<file path="config.mk">
export PLATFORM = sky130hd
export DESIGN_NAME = card_select_ctrl_flat
export DESIGN_NICKNAME = d
export VERILOG_FILES = /design/src/rtl/card_select_ctrl_if.sv /design/src/rtl/card_select_ctrl.sv /design/src/flat_wrapper.sv
export SDC_FILE = /design/constraint.sdc
export NUM_CORES = 1
export LEC_CHECK = 0
export CAP_MARGIN = 20
export CORE_MARGIN = 3
export CORE_UTILIZATION = 45
export CTS_CLUSTER_DIAMETER = 60
export DETAILED_ROUTE_END_ITERATION = 16
export PLACE_DENSITY_LB_ADDON = 0.05
export SLEW_MARGIN = 20
export SYNTH_ARGS = -nofsm -noshare
export SYNTH_HDL_FRONTEND = slang
export SYNTH_SLANG_ARGS = --single-unit
</file>
<file path="constraint.sdc">
create_clock -name new_clk -period 2.76 [get_ports new_clk]
set_clock_uncertainty 0.1 [all_clocks]
set_input_delay 0.414 -clock new_clk [delete_from_list [all_inputs] [get_ports new_clk]]
set_output_delay 0.414 -clock new_clk [all_outputs]
set_load 0.03 [all_outputs]
</file>
<file path="src/rtl/card_select_ctrl_if.sv">
// Player-side bus of the card selection controller: button pulses and the
// eliminated mask in, cursor / pick / compare-strobe / display state out.
interface card_select_ctrl_if;
  logic        north;
  logic        south;
  logic        east;
  logic        west;
  logic        center;
  logic [15:0] eliminated;
  logic [3:0]  cursor;
  logic [4:0]  choose_1;
  logic [4:0]  choose_2;
  logic        C2;
  logic [15:0] face_up;
  logic [7:0]  moves;
  logic        done;

  // Player / environment side
  modport master (
    output north, south, east, west, center, eliminated,
    input  cursor, choose_1, choose_2, C2, face_up, moves, done
  );

  // Controller side
  modport slave (
    input  north, south, east, west, center, eliminated,
    output cursor, choose_1, choose_2, C2, face_up, moves, done
  );
endinterface

</file>
<file path="src/rtl/card_select_ctrl.sv">
// Card selection controller for the 4x4 matching game: moves a wrapping cursor,
// captures two picks, strobes C2 for the eliminator, then shows both cards for
// SHOW_CYCLES before flipping them back.
// Optional feature: define CARD_SELECT_TIMEOUT_EN to abandon an unfinished pair
// after TIMEOUT_CYCLES idle cycles in the second-pick phase.
module card_select_ctrl #(
  parameter int unsigned SHOW_CYCLES    = 2000,
  parameter int unsigned TIMEOUT_CYCLES = 8000
) (
  input logic               new_clk,
  input logic               rst,
  card_select_ctrl_if.slave bus
);

  localparam int unsigned ShowW = $clog2(SHOW_CYCLES + 1);
  localparam logic [ShowW-1:0] ShowLast = ShowW'(SHOW_CYCLES - 1);
  localparam logic [4:0] NoPick = 5'd31;

  typedef enum logic [1:0] {StPick1, StPick2, StShow, StDone} state_e;

  state_e           state_q, state_d;
  logic [3:0]       cursor_q, cursor_d;
  logic [4:0]       choose1_q, choose1_d;
  logic [4:0]       choose2_q, choose2_d;
  logic             c2_q, c2_d;
  logic [15:0]      face_up_q, face_up_d;
  logic [7:0]       moves_q, moves_d;
  logic [ShowW-1:0] show_cnt_q, show_cnt_d;

  logic [1:0] row, col;
  logic       dir_any;
  logic       pick_ok;

  assign row     = cursor_q[3:2];
  assign col     = cursor_q[1:0];
  assign dir_any = bus.north | bus.south | bus.east | bus.west;
  assign pick_ok = bus.center & ~bus.eliminated[cursor_q];

`ifdef CARD_SELECT_TIMEOUT_EN
  localparam int unsigned IdleW = $clog2(TIMEOUT_CYCLES + 1);
  localparam logic [IdleW-1:0] IdleLast = IdleW'(TIMEOUT_CYCLES - 1);
  logic [IdleW-1:0] idle_q, idle_d;
  logic             btn_any;
  assign btn_any = dir_any | bus.center;
`else
  logic unused_timeout_cfg;
  assign unused_timeout_cfg = ^TIMEOUT_CYCLES;
`endif

  // State register and datapath registers, synchronous reset
  always_ff @(posedge new_clk) begin
    if (rst) begin
      state_q    <= StPick1;
      cursor_q   <= '0;
      choose1_q  <= NoPick;
      choose2_q  <= NoPick;
      c2_q       <= 1'b0;
      face_up_q  <= '0;
      moves_q    <= '0;
      show_cnt_q <= '0;
`ifdef CARD_SELECT_TIMEOUT_EN
      idle_q     <= '0;
`endif
    end else begin
      state_q    <= state_d;
      cursor_q   <= cursor_d;
      choose1_q  <= choose1_d;
      choose2_q  <= choose2_d;
      c2_q       <= c2_d;
      face_up_q  <= face_up_d;
      moves_q    <= moves_d;
      show_cnt_q <= show_cnt_d;
`ifdef CARD_SELECT_TIMEOUT_EN
      idle_q     <= idle_d;
`endif
    end
  end

  // Next-state: cursor movement, pick capture, show window and DONE decision
  always_comb begin
    state_d    = state_q;
    cursor_d   = cursor_q;
    choose1_d  = choose1_q;
    choose2_d  = choose2_q;
    c2_d       = 1'b0;
    face_up_d  = face_up_q;
    moves_d    = moves_q;
    show_cnt_d = show_cnt_q;
`ifdef CARD_SELECT_TIMEOUT_EN
    idle_d     = idle_q;
`endif

    // A select freezes the cursor so the pick uses the pre-move position
    if (state_q != StDone && !bus.center && dir_any) begin
      if (bus.north)      cursor_d = {row - 2'd1, col};
      else if (bus.south) cursor_d = {row + 2'd1, col};
      else if (bus.east)  cursor_d = {row, col + 2'd1};
      else                cursor_d = {row, col - 2'd1};
    end

    unique case (state_q)
      StPick1: begin
        if (pick_ok) begin
          choose1_d           = {1'b0, cursor_q};
          face_up_d[cursor_q] = 1'b1;
          state_d             = StPick2;
`ifdef CARD_SELECT_TIMEOUT_EN
          idle_d              = '0;
`endif
        end
      end
      StPick2: begin
        if (pick_ok && ({1'b0, cursor_q} != choose1_q)) begin
          choose2_d           = {1'b0, cursor_q};
          face_up_d[cursor_q] = 1'b1;
          c2_d                = 1'b1;
          moves_d             = (moves_q == 8'hFF) ? moves_q : moves_q + 8'd1;
          show_cnt_d          = '0;
          state_d             = StShow;
        end
`ifdef CARD_SELECT_TIMEOUT_EN
        else if (btn_any) begin
          idle_d = '0;
        end else if (idle_q == IdleLast) begin
          choose1_d = NoPick;
          face_up_d = '0;
          state_d   = StPick1;
        end else begin
          idle_d = idle_q + IdleW'(1);
        end
`endif
      end
      StShow: begin
        if (show_cnt_q == ShowLast) begin
          choose1_d = NoPick;
          choose2_d = NoPick;
          face_up_d = '0;
          state_d   = (bus.eliminated == 16'hFFFF) ? StDone : StPick1;
        end else begin
          show_cnt_d = show_cnt_q + ShowW'(1);
        end
      end
      StDone: begin
      end
    endcase
  end

  // Outputs come straight from registers; done is decoded from state
  always_comb begin
    bus.cursor   = cursor_q;
    bus.choose_1 = choose1_q;
    bus.choose_2 = choose2_q;
    bus.C2       = c2_q;
    bus.face_up  = face_up_q;
    bus.moves    = moves_q;
    bus.done     = (state_q == StDone);
  end

endmodule
</file>
<file path="src/flat_wrapper.sv">
// flat-port wrapper written by rule: the top's interface ports become plain ports
module card_select_ctrl_flat 
#(
  parameter int unsigned SHOW_CYCLES    = 2000,
  parameter int unsigned TIMEOUT_CYCLES = 8000
)
  (new_clk, rst, bus_north, bus_south, bus_east, bus_west, bus_center, bus_eliminated, bus_cursor, bus_choose_1, bus_choose_2, bus_C2, bus_face_up, bus_moves, bus_done);
  card_select_ctrl_if bus_i ();
  input logic new_clk;
  input logic rst;
  input wire logic [$bits(bus_i.north)-1:0] bus_north;
  input wire logic [$bits(bus_i.south)-1:0] bus_south;
  input wire logic [$bits(bus_i.east)-1:0] bus_east;
  input wire logic [$bits(bus_i.west)-1:0] bus_west;
  input wire logic [$bits(bus_i.center)-1:0] bus_center;
  input wire logic [$bits(bus_i.eliminated)-1:0] bus_eliminated;
  output wire logic [$bits(bus_i.cursor)-1:0] bus_cursor;
  output wire logic [$bits(bus_i.choose_1)-1:0] bus_choose_1;
  output wire logic [$bits(bus_i.choose_2)-1:0] bus_choose_2;
  output wire logic [$bits(bus_i.C2)-1:0] bus_C2;
  output wire logic [$bits(bus_i.face_up)-1:0] bus_face_up;
  output wire logic [$bits(bus_i.moves)-1:0] bus_moves;
  output wire logic [$bits(bus_i.done)-1:0] bus_done;
  assign bus_i.north = bus_north;
  assign bus_i.south = bus_south;
  assign bus_i.east = bus_east;
  assign bus_i.west = bus_west;
  assign bus_i.center = bus_center;
  assign bus_i.eliminated = bus_eliminated;
  assign bus_cursor = bus_i.cursor;
  assign bus_choose_1 = bus_i.choose_1;
  assign bus_choose_2 = bus_i.choose_2;
  assign bus_C2 = bus_i.C2;
  assign bus_face_up = bus_i.face_up;
  assign bus_moves = bus_i.moves;
  assign bus_done = bus_i.done;
  card_select_ctrl #(.SHOW_CYCLES(SHOW_CYCLES), .TIMEOUT_CYCLES(TIMEOUT_CYCLES)) u_core (.new_clk(new_clk), .rst(rst), .bus(bus_i));
endmodule
</file>
## Word level (Yosys, flattened, before mapping)

Cells that the tools add are included.

| cells by class | value |
|---|---|
| add/sub/neg operators | 6 |
| reductions and logical operators | 18 |
| $lt $le $gt $ge | 2 |
| muxes and demuxes | 25 |
| eq/ne operators | 12 |
| bitwise gates (word level) | 10 |

Operators with widths:

| cell | count |
|---|---|
| 16-bit 2-to-1 mux | 3 |
| 16-bit case mux with 3 select lines | 1 |
| 11-bit 2-to-1 mux | 2 |
| 11-bit case mux with 2 select lines | 1 |
| 5-bit case mux with 2 select lines | 2 |
| 16-bit == test (second input constant) | 1 |
| 16-bit bitwise OR | 1 |
| 5-bit 2-to-1 mux | 3 |
| 3-bit AND reduction | 5 |
| 11-bit by 1-bit adder with 11-bit output (second input constant) | 1 |
| 11-bit == test (second input constant) | 1 |
| 2-bit 2-to-1 mux | 5 |
| 8-bit by 1-bit adder with 8-bit output (second input constant) | 1 |
| 8-bit == test (second input constant) | 1 |
| 4-bit 2-to-1 mux | 2 |
| 2-bit by 1-bit != test with 1-bit output (second input constant) | 3 |
| 2-bit case mux with 3 select lines | 1 |
| 2-bit nonzero test | 3 |
| 4-bit by 5-bit less-than comparator with 1-bit output (second input constant) | 1 |
| 4-bit by 5-bit != test with 1-bit output | 1 |
| 1-bit inverter | 5 |
| 2-bit by 1-bit adder with 2-bit output (second input constant) | 2 |
| 1-bit binary-select mux with 4-bit select | 1 |
| 1-bit demux with 4-bit select | 1 |
| other kinds (15) | 25 |

| word-level totals | value |
|---|---|
| bits of input ports | 23 |
| register bits | 52 |
| output and inout bits | 40 |

## Depth between registers and ports, before layout

Gate-level depths: netlist of run 1.

| depth | value |
|---|---|
| word-level depth | 7 |
| mapped depth | 9 |
| mapped depth without buffers | 8 |

## Worst setup path before layout of run 1

No wires, ideal clock.

| timing path | value |
|---|---|
| kind | register to register |
| start point | reg u_core.cursor_q[1], in the netlist u_core.bus.cursor[1] |
| end point | reg u_core.choose2_q[0], in the netlist u_core.bus.choose_2[0] |
| path slack | 266 ps |
| buffers on the path | 3 |
| arrival time | 2274 ps |
| data required time | 2540 ps |
| clock period less this slack | 2494 ps |
| cell stages (with the launch flop) | 10 |
| cell sequence | dfxtp_1 > buf_6 > mux2i_1 > mux4_2 > a22o_1 > buf_4 > a31oi_2 > buf_4 > a21oi_1 > o31a_1 |

| on the way | value |
|---|---|
| longest elaborated chain between the ends | 7 |

RTL lines:

| what | RTL line | source |
|---|---|---|
| from (decl) | card_select_ctrl.sv:22 | `logic [3:0] cursor_q, cursor_d;` |
| from (signal assigned) | card_select_ctrl.sv:66 | `cursor_q <= cursor_d;` |
| 1-bit binary-select mux with 4-bit select | card_select_ctrl.sv:37 | `assign pick_ok = bus.center & ~bus.eliminated[cursor_q];` |
| 1-bit 2-to-1 mux (implied by the code) | card_select_ctrl.sv:37 |  |
| 1-bit inverter | card_select_ctrl.sv:37 |  |
| 1-bit bitwise AND | card_select_ctrl.sv:37 |  |
| 1-bit logical AND (*) | card_select_ctrl.sv:113 | `if (pick_ok && ({1'b0, cursor_q} != choose1_q)) begin` |
| 2-bit by 1-bit != test with 1-bit output (no source line) (*) | - |  |
| 3-bit AND reduction (no source line) (*) | - |  |
| to (signal assigned) | card_select_ctrl.sv:56 | `choose2_q <= NoPick;` |
| to (signal assigned) | card_select_ctrl.sv:68 | `choose2_q <= choose2_d;` |
| to (decl) | card_select_ctrl.sv:24 | `logic [4:0] choose2_q, choose2_d;` |

Every way passes the cells marked *; elsewhere a longest branch is shown, timed or not. The select of a mux whose other input is x is not followed.
A chain may end at the register's enable or synchronous reset.

## Worst setup path in the final report of run 1

| timing path | value |
|---|---|
| start point | reg u_core.cursor_q[1], in the netlist u_core.bus.cursor[1] |
| end point | reg u_core.moves_q[5], in the netlist u_core.bus.moves[5] |

| on the way | value |
|---|---|
| longest elaborated chain between the ends | 6 |

RTL lines:

| what | RTL line | source |
|---|---|---|
| 1-bit binary-select mux with 4-bit select | card_select_ctrl.sv:37 |  |
| 1-bit 2-to-1 mux (implied by the code) | card_select_ctrl.sv:37 |  |
| 1-bit inverter | card_select_ctrl.sv:37 |  |
| 1-bit bitwise AND | card_select_ctrl.sv:37 |  |
| 1-bit logical AND (*) | card_select_ctrl.sv:113 |  |
| 3-bit AND reduction (no source line) (*) | - |  |
| to (signal assigned) | card_select_ctrl.sv:71 | `moves_q <= moves_d;` |
| to (decl) | card_select_ctrl.sv:27 | `logic [7:0] moves_q, moves_d;` |

Marked as above.

==> results.yml, run 1 <==
cts:
  insertion_delay_ns: 0.31
  ctsResizeCount: 0
  cts-root-buf: "clkbuf_8"
  post_cts_buffers: 0
  cts_buffer_depth: 2
  cts.clk_slew.worst_paths_ns: 0.10
  htree_levels: 2
  cts_sinks: 52
  cts_tree: "done"
  cts-buffers-inserted: 5
  cts_hold_buffers: 0
power:
  seqPwrFrac_pct: 36.1
  powerDensity_nw_per_um2: 675
  p_sw_share_pct: 39.2
  vdd_drop_max_mv: 0.373
  intPower_w: 0.00155
  p_sw_w: 0.000998
  combPwrFrac_pct: 46.2
  p_leak_nw: 1.40
  pwr-share-clk_pct: 17.7
finish:
  syn2layout_area_growth_pct: 29.9
  design_area_um2: 3770
  diodes: 0
  drive_above_1_share_pct: 12.0
  fin_nets: 433
  finalNonFillerCells: 476
route:
  drt-pass1-iter-count: 4
  viasPerCell: 5.66
  drcViolationCount: 0
  drtAntennaViolNets: 0
  wl_um: 7210
  vias: 2693
  post_drt_wl_per_cell_um: 15.2
  drt_iter0_drc: 187
setup_path:
  criticalPathCategory: "flop to flop"
  cp_data_arrival_time_ns: 2.68
  crit_path_end_kind: "flop"
  worstPathMaxFanout: 11
  cp.required_ns: 2.91
  start_kind: "flop"
sta:
  fmax_mhz: 395
  grt_setup_unrepaired: "false"
  finalCritPeriodShare_pct: 91.7
  worstMarginPinSlew_ns: 0.395
  final-setup-viol-count: 0
  period_needed_ns: 2.53
  slew_violations: 0
  finalHoldViolCount: 0
  slew_headroom_pct: 73.4
yosys:
  synthArstFlopShare_pct: 0
  ys_ff_latch: 52
  syn-num-nets: 362
  yosys_warnings: 0
  netlist-cell-type-count: 59
  synth_cells: 329
  synth-edff-count: 0
  yosysSeqAreaShare_pct: 35.8
  synth_flop_cell: "dfxtp_1"
  avgSynthCellArea_um2: 8.83
  synth_area_um2: 2900
place:
  gp_congestion: 0.900
  placed_area_um2: 3680
  dp_hpwl_um: 5430
  io_buffers: 62
  dp_cells: 468
grt:
  grt_pass1_wl_um: 12300
  antenna_found_initial: 0
  grt_usage_pct: 20.3
  grt_pass1_vias: 2586
  grt_max_degree: 31
  grt_overflow: 0
die:
  die_x_um: 86.3
  initial_core_util_pct: 47.6
  die_y_um: 86.3
  core_area_um2: 6100
  pin_count: 63
  row_count: 28
  die_area_um2: 7450
worst_hold_path:
  hold_path_class: "flop to flop"
run_status:
  outcome: "finished clean"
run:
  cap_violations: 0
-- final timing paths --
check	from	end	slack (ns)	cells past startpoint
worst min register to register	u_core.bus.face_up[9]$_SDFFE_PP0P_	u_core.bus.face_up[9]$_SDFFE_PP0P_	0.37	1
worst max register to register	u_core.bus.cursor[1]$_SDFFE_PP0P_	u_core.bus.moves[5]$_SDFFE_PP0P_	0.23	7
worst min-delay path	u_core.bus.face_up[9]$_SDFFE_PP0P_	u_core.bus.face_up[9]$_SDFFE_PP0P_	0.37	1
worst max-delay path	u_core.bus.cursor[1]$_SDFFE_PP0P_	u_core.bus.moves[5]$_SDFFE_PP0P_	0.23	7
-- sequential cells by signal, indices dropped and copies added (netlist names) --
signal	cells
u_core.bus.moves	8
u_core.bus.face_up	16
u_core.bus.choose_2	5
u_core.show_cnt_q	11
u_core.state_q	2
u_core.bus.choose_1	5
u_core.bus.cursor	4
u_core.bus.C2	1
-- cell usage after synthesis, types with 2 or more instances --
cell | instances | area [um^2]
o21ai_1 | 2 | 10.0
o22a_1 | 3 | 26.3
a31o_2 | 2 | 17.5
ha_1 | 10 | 125
buf_2 | 3 | 15.0
dfxtp_1 | 52 | 1040
or4_1 | 4 | 30.0
o21ai_0 | 11 | 55.1
mux2i_1 | 16 | 160
and2_1 | 2 | 12.5
nand2_1 | 28 | 105
inv_1 | 13 | 48.8
o31a_1 | 4 | 35.0
clkbuf_1 | 8 | 30.0
mux4_2 | 2 | 45.0
or3_1 | 10 | 62.6
nor3_1 | 7 | 35.0
nand4_1 | 6 | 37.5
o41ai_1 | 2 | 17.5
and3_1 | 4 | 25.0
buf_6 | 4 | 45.0
nand3_1 | 13 | 65.1
buf_4 | 3 | 22.5
or2_2 | 4 | 25.0
and4_1 | 2 | 17.5
nor2b_1 | 5 | 31.3
a21oi_1 | 28 | 140
a22o_1 | 2 | 17.5
xor2_1 | 7 | 61.3
a211oi_1 | 2 | 15.0
o31ai_1 | 5 | 37.5
a2111oi_2 | 2 | 30.0
nor4_1 | 4 | 25.0
o21a_1 | 16 | 120
nor2_1 | 19 | 71.3
-- stage by stage --
| step | hold WS (ns) | util, % | total power (W) | setup WS [ns] | TNS, ns |
|---|---|---|---|---|---|
| 5_1_grt | 0.387 | 61.9 | 0.00271 | 0.108 | 0 |
| 3_3_place_gp | 0.345 | 60.4 | 0.00210 | -0.00574 | -0.00868 |
| 2_1_floorplan | 0.381 | - | 0.00169 | 0.266 | 0 |
| 6_report | 0.368 | 61.9 | 0.00254 | 0.230 | 0 |
| 3_5_place_dp | 0.352 | 60.4 | 0.00211 | -0.0353 | -0.275 |
| 4_1_cts | 0.373 | 61.9 | 0.00256 | 0.0230 | 0 |
-- cells by family after synthesis --
family | Yosys count | synth area share [%]
simple gates | 112 | 20.1
compound gates | 97 | 24.6
flops | 52 | 35.8
buf+inv | 32 | 5.69
mux | 18 | 7.07
fa+ha+maj | 10 | 4.31
xor+xnor | 8 | 2.41
-- worst max-delay path, stage by stage, from the launching register on --
cell,delay [ns]
dfxtp_2,0.54
mux2i_1,0.24
mux4_2,0.31
a22o_1,0.29
o2111ai_1,0.15
buf_4,0.20
or4_1,0.47
a21oi_1,0.16
-- layout make-up --
type / count / area (um^2)
multi-input combinational: 245 / 1700
clock inverter: 3 / 21.3
clock buffer: 5 / 68.8
timing repair buffer: 82 / 796
inverter: 14 / 52.6
tap: 75 / 93.8
sequential: 52 / 1040
fill: 546 / 2320
-- routing by layer --
| metal | wire length [um] | part of all wire [%] | track usage, % |
|---|---|---|---|
| met4 | 68 | 0.94 | 4.67 |
| met1 | 3710 | 51 | 30.2 |
| met5 | 0 | 0 | 0 |
| met3 | 434 | 6.0 | 4.28 |
| met2 | 3000 | 42 | 29.9 |
-- power by group through the flow --
stage               logic, W  registers, W  clock network (W)
floorplan           0.000616       0.00108                  0
global placement     0.00116      0.000934                  0
detailed placement   0.00117      0.000934                  0
CTS                  0.00118      0.000918           0.000460
global route         0.00129      0.000930           0.000492
finish               0.00118      0.000918           0.000452
-- cell usage in the layout (no fill, tap or decap), drive strengths merged, types with 4 or more instances in the layout --
cell type and count:
xor2 7, clkdlybuf4s50 62, mux2i 16, inv 14
nor2 19, nor2b 5, ha 10, nand4 6
o21ai 15, or2 4, nor3 7, or3 10
o31a 4, dfxtp 52, or4 4, o21a 16
buf 20, and3 5, nand3 14, nor4 4
clkbuf 5, nand2 28, o31ai 5, a21oi 29
Note: power is estimated with default switching activity, not from simulation.
==> inputs of run 2 (changes only) <==
--- a/config.mk
+++ b/config.mk
@@ -6,8 +6,8 @@
 export NUM_CORES = 1
 export LEC_CHECK = 0
 export CAP_MARGIN = 20
-export CORE_MARGIN = 3
-export CORE_UTILIZATION = 45
+export CORE_MARGIN = 4
+export CORE_UTILIZATION = 35
 export CTS_CLUSTER_DIAMETER = 60
 export DETAILED_ROUTE_END_ITERATION = 16
 export PLACE_DENSITY_LB_ADDON = 0.05
==> run 2 against run 1 <==
Compared with the run above:
- count of clock-buffer cells in the layout increased by 2
- first-iteration DRC count decreased by 32%
- sequential power decreased by 0.5%
- combinational power about the same
- die area increased by 32%
- clock power increased by 4%
- power increased by 1.5%
- critical path depth increased by 2
- critical endpoint is now u_core.bus.face_up[0]$_SDFFE_PP0P_
- largest cell class unchanged
==> results.yml, run 2 (synthesis results as in run 1) <==
route:
  post_drt_wl_per_cell_um: 14.7
  wl_um: 7430
  vias: 2643
  drt-pass1-iter-count: 4
  drt_iter0_drc: 128
  drcViolationCount: 0
  drtAntennaViolNets: 0
  viasPerCell: 5.24
finish:
  fillers: 762
  drive_above_1_share_pct: 12.2
  final_common_cell: "clkdlybuf4s50_1"
  finalCoreUtilization_pct: 48.7
  finalNonFillerCells: 504
  layout_common_cells: "clkdlybuf4s50_1 (62), dfxtp_1 (51), a21oi_1 (28), nand2_1 (28)"
  syn2layout_area_growth_pct: 32.2
  largest_register_ffs: 16
  diodes: 0
  fin_nets: 435
die:
  die_area_um2: 9820
  pin_count: 63
  core_area_um2: 7890
  die_y_um: 99.1
  row_count: 32
  initial_core_util_pct: 36.8
  die_x_um: 99.1
setup_path:
  crit_path_end_kind: "flop"
  cp.required_ns: 2.91
  worstPathMaxFanout: 16
  path_cells: "clkdlybuf4s50_1 -> mux2i_1 -> mux4_2 -> a22o_1 -> buf_4 -> and3_4 -> a21oi_4 -> buf_12 -> o21a_1"
  cp_slowest_stage_delay_ns: 0.51
  criticalPathCategory: "primary input to flop"
  slowest_stage: "mux4_2"
  start_kind: "primary input"
  cp_data_arrival_time_ns: 2.65
grt:
  antenna_found_initial: 0
  grt_usage_pct: 15.6
  grt_max_degree: 31
  grt_overflow: 0
  grt_pass1_vias: 2640
  grt_pass1_wl_um: 12900
sta:
  final-setup-viol-count: 0
  period_needed_ns: 2.50
  finalHoldViolCount: 0
  slew_violations: 0
  grt_setup_unrepaired: "false"
  finalCritPeriodShare_pct: 90.6
  worstMarginPinSlew_ns: 0.497
  fmax_mhz: 400
  slew_headroom_pct: 66.7
  setup_ws_ns: 0.258
power:
  intPower_w: 0.00160
  pwr-share-clk_pct: 18.1
  p_sw_w: 0.000984
  p_leak_nw: 1.42
  p_sw_share_pct: 38.1
  total_power_w: 0.00258
  combPwrFrac_pct: 46.6
  seqPwrFrac_pct: 35.3
  vdd_drop_max_mv: 0.266
  powerDensity_nw_per_um2: 673
cts:
  cts_sinks: 52
  post_cts_buffers: 0
  cts_buffer_depth: 2
  cts_tree: "done"
  cts-root-buf: "clkbuf_8"
  cts-buffers-inserted: 5
  ctsResizeCount: 0
  insertion_delay_ns: 0.30
  htree_levels: 2
  cts.clk_slew.worst_paths_ns: 0.09
  cts_hold_buffers: 0
place:
  pre_cts_ws_ns: -0.0389
  dp_hpwl_um: 5640
  io_buffers: 62
  dp_cells: 497
  gp_congestion: 0.749
run:
  cap_violations: 0
worst_hold_path:
  hold_path_class: "flop to flop"
run_status:
  outcome: "finished clean"
run 2: worst paths after layout:
path / from / end / slack, ns / cells past startpoint
setup / recovery: bus_eliminated[1] / u_core.bus.face_up[0]$_SDFFE_PP0P_ / 0.26 / 9
hold / removal: u_core.bus.face_up[15]$_SDFFE_PP0P_ / u_core.bus.face_up[15]$_SDFFE_PP0P_ / 0.37 / 1
setup reg to reg: u_core.bus.cursor[1]$_SDFFE_PP0P_ / u_core.bus.moves[5]$_SDFFE_PP0P_ / 0.29 / 6
hold reg to reg: u_core.bus.face_up[15]$_SDFFE_PP0P_ / u_core.bus.face_up[15]$_SDFFE_PP0P_ / 0.37 / 1
run 2: critical path, delay by kind of cell:
| family | cells | cell delay, ns |
|---|---|---|
| buf+inv | 3 | 0.84 |
| mux | 2 | 0.59 |
| simple gates | 1 | 0.18 |
| compound gates | 3 | 0.62 |
run 2: cell type report:
cell class	count	area, um^2	area share [%]
multi-input combinational	245	1700	44.2
clock buffer	7	96.3	2.51
tap	102	128	3.32
inverter	14	52.6	1.37
sequential	52	1040	27.1
timing repair buffer	84	823	21.4
run 2: power by group through the flow:
| stage | logic (W) | clock network, W | registers [W] |
|---|---|---|---|
| floorplan | 0.000616 | 0 | 0.00108 |
| global placement | 0.00120 | 0 | 0.000928 |
| detailed placement | 0.00120 | 0 | 0.000930 |
| CTS | 0.00121 | 0.000485 | 0.000913 |
| global route | 0.00131 | 0.000522 | 0.000925 |
| finish | 0.00120 | 0.000468 | 0.000913 |
run 2: per-stage QoR:
step | hold slack [ns] | instance area (um^2) | setup TNS [ns]
floorplan | 0.381 | 2900 | 0
global placement | 0.350 | 3740 | -0.434
detailed placement | 0.356 | 3740 | -0.558
CTS | 0.380 | 3840 | 0
global route | 0.394 | 3840 | 0
finish | 0.371 | 3840 | 0
run 2: metal layers:
layer / track usage [%] / vias up / part of all wire [%]
met5: 0 / - / 0
met4: 2.73 / 0 / 0.65
met3: 2.88 / 5 / 3.1
met2: 24.7 / 34 / 46
met1: 22.5 / 1249 / 51
li1: - / 1355 / -
==> inputs of run 3 (changes only) <==
==> constraint.sdc (replaced) <==
create_clock -name new_clk -period 2.9 [get_ports new_clk]
set_clock_uncertainty 0.1 [all_clocks]
set_input_delay 0.435 -clock new_clk [delete_from_list [all_inputs] [get_ports new_clk]]
set_output_delay 0.435 -clock new_clk [all_outputs]
set_load 0.03 [all_outputs]
==> run 3 against run 2 <==
Compared with the run above:
- power is 2.8% lower
- clock power is 9.2% higher
- via count is 0.79% higher
- critical path depth down 2
- cell area fell by 0.13%
- first-iteration DRC count decreased by 28%
- non-clock buffer count is 1 lower
- sequential share of layout area about the same
- sequential power down 5.0%
- count of clock-buffer cells in the layout decreased by 2
- die area stayed put
- highest routed layer unchanged
==> results.yml, run 3 (synthesis results as in run 1) <==
setup_path:
  worstReg2RegStart: "u_core.bus.cursor[1]$_SDFFE_PP0P_"
  r2r_end: "u_core.bus.face_up[4]$_SDFFE_PP0P_"
  crit_path_end_kind: "flop"
  cp.required_ns: 3.06
  path_cells: "mux2i_1 -> mux4_2 -> a22o_1 -> buf_4 -> nand3_2 -> a2111oi_2 -> o21a_1"
  r2r_slack_ns: 0.37
  cp_slowest_stage_delay_ns: 0.49
  start_kind: "flop"
  worstPathMaxFanout: 17
  criticalPathCategory: "flop to flop"
  r2r_cells: 7
  cp_data_arrival_time_ns: 2.69
  slowest_stage: "dfxtp_2"
cts:
  insertion_delay_ns: 0.30
  cts-root-buf: "clkbuf_8"
  htree_levels: 2
  cts-buffers-inserted: 5
  cts_tree: "done"
  cts_buffer_depth: 2
  cts_sinks: 52
  cts.clk_slew.worst_paths_ns: 0.10
  post_cts_buffers: 0
route:
  drcViolationCount: 0
  vias: 2664
  wl_um: 7520
  drt_iter0_drc: 92
  viasPerCell: 5.29
  drtAntennaViolNets: 0
  post_drt_wl_per_cell_um: 14.9
  drt-pass1-iter-count: 4
sta:
  finalSetupTns_ns: 0
  final-setup-viol-count: 0
  slew_headroom_pct: 69.7
  worst_hold_slack_ns: 0.376
  period_needed_ns: 2.53
  slew_violations: 0
  worstMarginPinSlew_ns: 0.451
  finalCritPeriodShare_pct: 87.4
  grt_setup_unrepaired: "false"
  finalHoldViolCount: 0
  fmax_mhz: 395
finish:
  fillers: 770
  drive_above_1_share_pct: 12.2
  finalNonFillerCells: 504
  final_common_cell: "clkdlybuf4s50_1"
  syn2layout_area_growth_pct: 32.1
  finalCoreUtilization_pct: 48.6
  layout_common_cells: "clkdlybuf4s50_1 (62), dfxtp_1 (51), a21oi_1 (28), nand2_1 (28)"
  diodes: 0
  fin_nets: 434
  largest_register_ffs: 16
power:
  p_leak_nw: 1.42
  total_power_w: 0.00251
  vdd_drop_max_mv: 0.229
  powerDensity_nw_per_um2: 655
place:
  dp_cells: 496
  gp_congestion: 0.758
  dp_hpwl_um: 5610
  io_buffers: 62
die:
  initial_core_util_pct: 36.8
  pin_count: 63
  die_area_um2: 9820
  die_x_um: 99.1
  core_area_um2: 7890
  row_count: 32
  die_y_um: 99.1
grt:
  grt_pass1_wl_um: 12400
  antenna_found_initial: 0
  grt_usage_pct: 15.1
  grt_max_degree: 31
  grt_pass1_vias: 2603
  grt_overflow: 0
worst_hold_path:
  hold_path.startpoint: "u_core.bus.face_up[15]$_SDFFE_PP0P_"
  min_path_cells: 1
  hold_path_class: "flop to flop"
  min_to: "u_core.bus.face_up[15]$_SDFFE_PP0P_"
run_status:
  outcome: "finished clean"
run:
  cap_violations: 0
run 3: cell types whose count changed in the layout (fill, tap and decap cells not counted), sizes merged:
| cell | delta |
|---|---|
| clkinvlp | +1 |
| clkbuf | -2 |
| buf | -1 |
| clkinv | +1 |
| bufinv | +1 |
run 3: area by class of cell:
cell class	instances	area (um^2)	area share, %
Clock inverter	3	42.5	1.11
Clock buffer	5	68.8	1.79
Inverter	14	52.6	1.37
Tap cell	102	128	3.33
Multi-Input combinational cell	245	1700	44.3
Sequential cell	52	1040	27.2
Timing Repair Buffer	83	803	20.9
run 3: worst max path at each step:
stage / startpoint / to / slack [ns] / cells past startpoint
2_1_floorplan: u_core.bus.cursor[1]$_SDFFE_PP0P_ / u_core.bus.choose_2[0]$_SDFFE_PP1P_ / 0.41 / 9
3_3_place_gp: bus_eliminated[7] / u_core.bus.face_up[9]$_SDFFE_PP0P_ / 0.09 / 9
4_1_cts: u_core.bus.cursor[1]$_SDFFE_PP0P_ / u_core.bus.face_up[4]$_SDFFE_PP0P_ / 0.18 / 7
5_1_grt: u_core.bus.cursor[1]$_SDFFE_PP0P_ / u_core.bus.moves[4]$_SDFFE_PP0P_ / 0.06 / 7
6_report: u_core.bus.cursor[1]$_SDFFE_PP0P_ / u_core.bus.face_up[4]$_SDFFE_PP0P_ / 0.37 / 7
3_5_place_dp: bus_eliminated[5] / u_core.bus.face_up[9]$_SDFFE_PP0P_ / 0.03 / 8
run 3: where the power goes:
group	internal, W	total, W	switching (W)
clock network	0.000256	0.000511	0.000255
logic	0.000500	0.00113	0.000632
registers	0.000800	0.000867	0.0000670
run 3: metal layers:
layer	wire, um	track usage [%]	part of all wire, %	vias up
li1	-	-	-	1348
met1	3830	21.2	51	1270
met2	3450	24.7	46	42
met3	188	2.52	2.5	4
met4	46	2.42	0.61	0
met5	0	0	0	-
run 3: worst max-delay path: cells and delay by family (launching register included):
kind	cells	cell delay [ns]
AOI/OAI and AO/OA	3	0.88
DFF	1	0.49
buffers and inverters	1	0.20
muxes	2	0.53
and+or+nand+nor	1	0.29
run 3: timing repair:
action | CTS | global route
endpoints found under the setup margin | 0 | 4
gates resized for setup | 0 | 1
hold buffers | 0 | 0
run 3: stage by stage:
step           cell area [um^2]  setup WS [ns]
2_1_floorplan              2900          0.406
5_1_grt                    3830         0.0556
3_3_place_gp               3720         0.0873
3_5_place_dp               3720         0.0300
4_1_cts                    3830          0.181
6_report                   3830          0.367
==> variant 1: new RTL, config.mk and constraints of run 2 <==
The option `CARD_SELECT_TIMEOUT_EN` is turned on by a define.
--- a/src/rtl/card_select_ctrl.sv
+++ b/src/rtl/card_select_ctrl.sv
@@ -4,4 +4,6 @@
 // Optional feature: define CARD_SELECT_TIMEOUT_EN to abandon an unfinished pair
 // after TIMEOUT_CYCLES idle cycles in the second-pick phase.
+`define CARD_SELECT_TIMEOUT_EN
+
 module card_select_ctrl #(
   parameter int unsigned SHOW_CYCLES    = 2000,
Check against the original RTL: same outputs for any inputs over 4 cycles, from zero or initial values and one cycle with rst high; that may be too few to reach the edited logic, so the function may still have changed.
==> variant 1 against run 2 <==
  * Sequential power grew 15%
  * Cell area increased by 23%
  * Worst setup slack got worse by 0.19 ns
  * Clock power increased by 56%
  * Register-to-register slack got worse by 0.13 ns
  * Synthesized area up 22%
  * Sequential cell count up 13
  * Final cell count rose by 26%
  * Total power up 0.87%
  * Global-route usage rose by 1.2 points
  * Die area grew 20%
  * Synthesized cell count rose by 26%
  * Wire length grew 28%
==> variant 1: results (changes against run 2) <==
Placement
  • Routability cong.: 0.8488 (was 0.7489)
  • Dpl hpwl: 7127 µm (was 5641 µm)

Synthesis
  • Adder and majority gate portion of the synthesized area: 0.03873 (was 0.04308)
  • Area share of xor/xnor cells in the synthesized design: 0.03204 (was 0.02413)
  • Most frequent cells after synthesis: sky130_fd_sc_hd__dfxtp_1, sky130_fd_sc_hd__nor2_1, sky130_fd_sc_hd__inv_1, sky130_fd_sc_hd__nand2_1, sky130_fd_sc_hd__nand3_1 (was sky130_fd_sc_hd__dfxtp_1, sky130_fd_sc_hd__a21oi_1, sky130_fd_sc_hd__nand2_1, sky130_fd_sc_hd__nor2_1)
  • Fraction of synthesized area in multiplexers: 0.04401 (was 0.07066)
  • Cell variety after synth: 54 (was 59)
  • Synth area leaders: sky130_fd_sc_hd__dfxtp_1, sky130_fd_sc_hd__o2111ai_1, sky130_fd_sc_hd__ha_1, sky130_fd_sc_hd__a211oi_1, sky130_fd_sc_hd__nor2_1 (was sky130_fd_sc_hd__dfxtp_1, sky130_fd_sc_hd__mux2i_1, sky130_fd_sc_hd__a21oi_1, sky130_fd_sc_hd__ha_1, sky130_fd_sc_hd__o21a_1)
  • Synthesized net count: 447 (was 362)
  • Post-synthesis area per instance: 8.604 µm² (was 8.827 µm²)

Detailed routing
  • WL final: 9488 µm (was 7431 µm)
  • Drt first-iter violations: 123 (was 128)
  • Via Count: 3397 (was 2643)
  • WL/cell: 14.99 µm (was 14.74 µm)

Pwr
  • Worst-case vdd ir drop: 0.0004341 V (was 0.0002663 V)
  • Power Density: 550.5 nW/µm² (was 672.9 nW/µm²)
  • Psw: 863.4 µW (was 983.8 µW)
  • Static Leak: 0.001596 µW (was 0.001424 µW)

Critical path
  • CP peak stage delay: 0.49 ns (was 0.51 ns)
  • Top cell family by delay on the critical path: simple AND/OR/NAND/NOR gates (was buffers and inverters)
  • R2R Setup Slk: 0.16 ns (was 0.29 ns)
  • Arr. time, crit path: 2.87 ns (was 2.65 ns)
  • Crit path capture: u_core.bus.moves[7] (was u_core.bus.face_up[0])
  • Critical path fanouts, max: 4 (was 16)
  • Launching point of the worst reg2reg path: u_core.bus.cursor[0] (was u_core.bus.cursor[1])

Hold path
  • Hold Path End: u_core.bus.face_up[8] (was u_core.bus.face_up[15])

Clocking
  • Worst skew pair latency: 0.35 ns (was 0.30 ns)
  • Inserted Clock Buffers: 9 (was 5)
  • Clock-pin slew on the worst setup and hold paths: 0.07 ns (was 0.09 ns)

Status
  • Outcome: finished clean (unchanged)

Global routing
  • First-pass GRT wire length: 15650 µm (was 12920 µm)
  • Met1 Use GR: 0.2242 (was 0.2251)
  • GR met3 Demand/Resource: 0.04322 (was 0.02875)
  • Vias in the first global route: 3164 (was 2640)
  • GRT met2 Usage: 0.2635 (was 0.2469)
  • Total routing resource utilization after global routing: 0.1678 (was 0.1562)

STA
  • Worst slew margin relative to its limit: 0.6471 (was 0.6675)
  • Worst hold margin: 0.3509 ns (was 0.3713 ns)

Finish
  • Layout cells sized above 1: 0.1400 (was 0.1219)
  • Layout net count: 529 (was 435)
[variant 1: metal layers]
layer	wire length (µm)	part of all wire
met1	4696	0.49
met2	4339	0.46
met3	330	0.035
met4	120	0.013
met5	0	0
[variant 1: area by class of cell]
| type | instances | area (µm²) | share of cell area |
|---|---|---|---|
| timing repair buffer | 96 | 920.9 | 0.1945 |
| sequential | 65 | 1306 | 0.2759 |
| clock buffer | 13 | 158.9 | 0.03356 |
| tap | 133 | 166.4 | 0.03515 |
| clock inverter | 3 | 15.01 | 0.003171 |
| multi-input combinational | 295 | 2062 | 0.4355 |
| inverter | 28 | 105.1 | 0.02220 |
[variant 1: what timing repair did]
item,4_1_cts,5_1_grt
buffers inserted,0,2
hold endpoints to repair,0,0
gates resized for setup,0,7
endpoints found under the setup margin,0,12
[variant 1: worst min-delay path: stages, from the launching register on]
cell and delay [ns]:
sky130_fd_sc_hd__dfxtp_1 0.31, sky130_fd_sc_hd__inv_1 0.05, sky130_fd_sc_hd__a211oi_1 0.05
[variant 1: power by group through the flow]
| stage | Sequential [µW] | Combinational [µW] | Clock, µW |
|---|---|---|---|
| 2_1_floorplan | 1160 | 368 | 0 |
| 3_3_place_gp | 1070 | 811 | 0 |
| 3_5_place_dp | 1070 | 816 | 0 |
| 4_1_cts | 1050 | 819 | 766 |
| 5_1_grt | 1060 | 889 | 809 |
| 6_report | 1050 | 824 | 732 |
[variant 1: through the flow]
stage,total power (µW),setup slack (ns),util,cell area (µm²)
global placement,1884,-0.3343,0.4594,4511
floorplan,1528,0.02002,-,3557
CTS,2636,0.002269,0.4771,4684
detailed placement,1888,-0.3679,0.4594,4511
global route,2757,-0.02297,0.4822,4735
finish,2606,0.06500,0.4822,4735
==> variant 2: new RTL, config.mk and constraints of run 2 <==
Without the edit above. Re-encode `state_e` (4 states) as one-hot, 4 bits wide.
--- a/src/rtl/card_select_ctrl.sv
+++ b/src/rtl/card_select_ctrl.sv
@@ -17,5 +17,5 @@
   localparam logic [4:0] NoPick = 5'd31;
 
-  typedef enum logic [1:0] {StPick1, StPick2, StShow, StDone} state_e;
+  typedef enum logic [3:0] {StPick1 = 4'b0001, StPick2 = 4'b0010, StShow = 4'b0100, StDone = 4'b1000} state_e;
 
   state_e           state_q, state_d;
Behaviour: same outputs for any inputs over 10 cycles, from zero or initial values and one cycle with rst high; not proved beyond that.
==> variant 2 against run 2 <==
  * Worst setup slack lost 0.021 ns
  * Cell area shrank 8.0%
  * Wire length is 7.0% lower
  * Synthesized area down 7.0%
  * Sequential cell count increased by 2
  * Critical path depth fell by 5
  * Die area is 6.5% lower
  * Critical path type is now register to primary output
  * Critical endpoint is now bus_done
Power is not compared: it rests on default switching activity, and its combinational part moved more than twofold at a synthesized area within 25%.
==> variant 2: results (changes against run 2) <==
Placement
  • Dpl hpwl: 5175 µm (was 5641 µm)
  • Routability cong.: 0.7765 (was 0.7489)
  • # placed instances: 459 (was 497)
  • Placed cell area: 3440 µm² (was 3742 µm²)

Status
  • Outcome: finished clean (unchanged)

Detailed routing
  • Vias/cell: 5.266 (was 5.244)
  • Drt first-iter violations: 104 (was 128)
  • Wire length on met2: 3095 µm (was 3393 µm)

Synthesis
  • Adder and majority gate portion of the synthesized area: 0.02780 (was 0.04308)
  • Cell variety after synth: 50 (was 59)
  • Most frequent cells after synthesis: sky130_fd_sc_hd__dfxtp_1, sky130_fd_sc_hd__nor2_1, sky130_fd_sc_hd__a41oi_1, sky130_fd_sc_hd__nand2_1, sky130_fd_sc_hd__nand3_1 (was sky130_fd_sc_hd__dfxtp_1, sky130_fd_sc_hd__a21oi_1, sky130_fd_sc_hd__nand2_1, sky130_fd_sc_hd__nor2_1)
  • Fraction of synthesized area in multiplexers: 0.05005 (was 0.07066)
  • Area share of xor/xnor cells in the synthesized design: 0.04217 (was 0.02413)
  • Synthesized net count: 330 (was 362)

Critical path
  • Critical path fanouts, max: 5 (was 16)
  • Arr. time, crit path: 2.01 ns (was 2.65 ns)
  • CP peak stage delay: 0.67 ns (was 0.51 ns)

Global routing
  • GRT met2 Usage: 0.2472 (was 0.2469)
  • Met1 Use GR: 0.2071 (was 0.2251)

Hold path
  • Min-delay src: u_core.bus.choose_2[1] (was u_core.bus.face_up[15])
  • Hold Path End: u_core.bus.choose_2[1] (was u_core.bus.face_up[15])

Finish
  • Total of fill cells in the finished design: 752 (was 762)
  • Layout cells sized above 1: 0.08696 (was 0.1219)
  • Layout net count: 396 (was 435)

STA
  • Worst slew margin relative to its limit: 0.5266 (was 0.6675)
variant 2: cell type report:
class,instances,area [µm²],share of cell area
multi-input cells,222,1471,0.4164
clock inverters,3,25.02,0.007082
well taps,99,123.9,0.03506
flip-flops and latches,54,1081,0.3059
repair buffers,78,740.7,0.2096
clock buffers,5,68.82,0.01948
inverters,6,22.52,0.006374
variant 2: worst max path at each step:
stage | startpoint | end | slack, ns | cells after the start
2_1_floorplan | u_core.bus.cursor[1] | u_core.bus.face_up[10] | 0.34 | 10
3_3_place_gp | bus_eliminated[12] | u_core.bus.moves[5] | 0.002 | 7
3_5_place_dp | bus_eliminated[10] | u_core.bus.moves[5] | 0.005 | 7
4_1_cts | u_core.state_q[3] | bus_done | 0.24 | 4
5_1_grt | u_core.bus.cursor[1] | u_core.bus.moves[7] | 0.04 | 7
6_report | u_core.state_q[3] | bus_done | 0.24 | 4
variant 2: power breakdown:
group	total (µW)	switching, µW	internal, µW
Clock	473	289	184
Sequential	866	49.3	817
Combinational	420	230	191
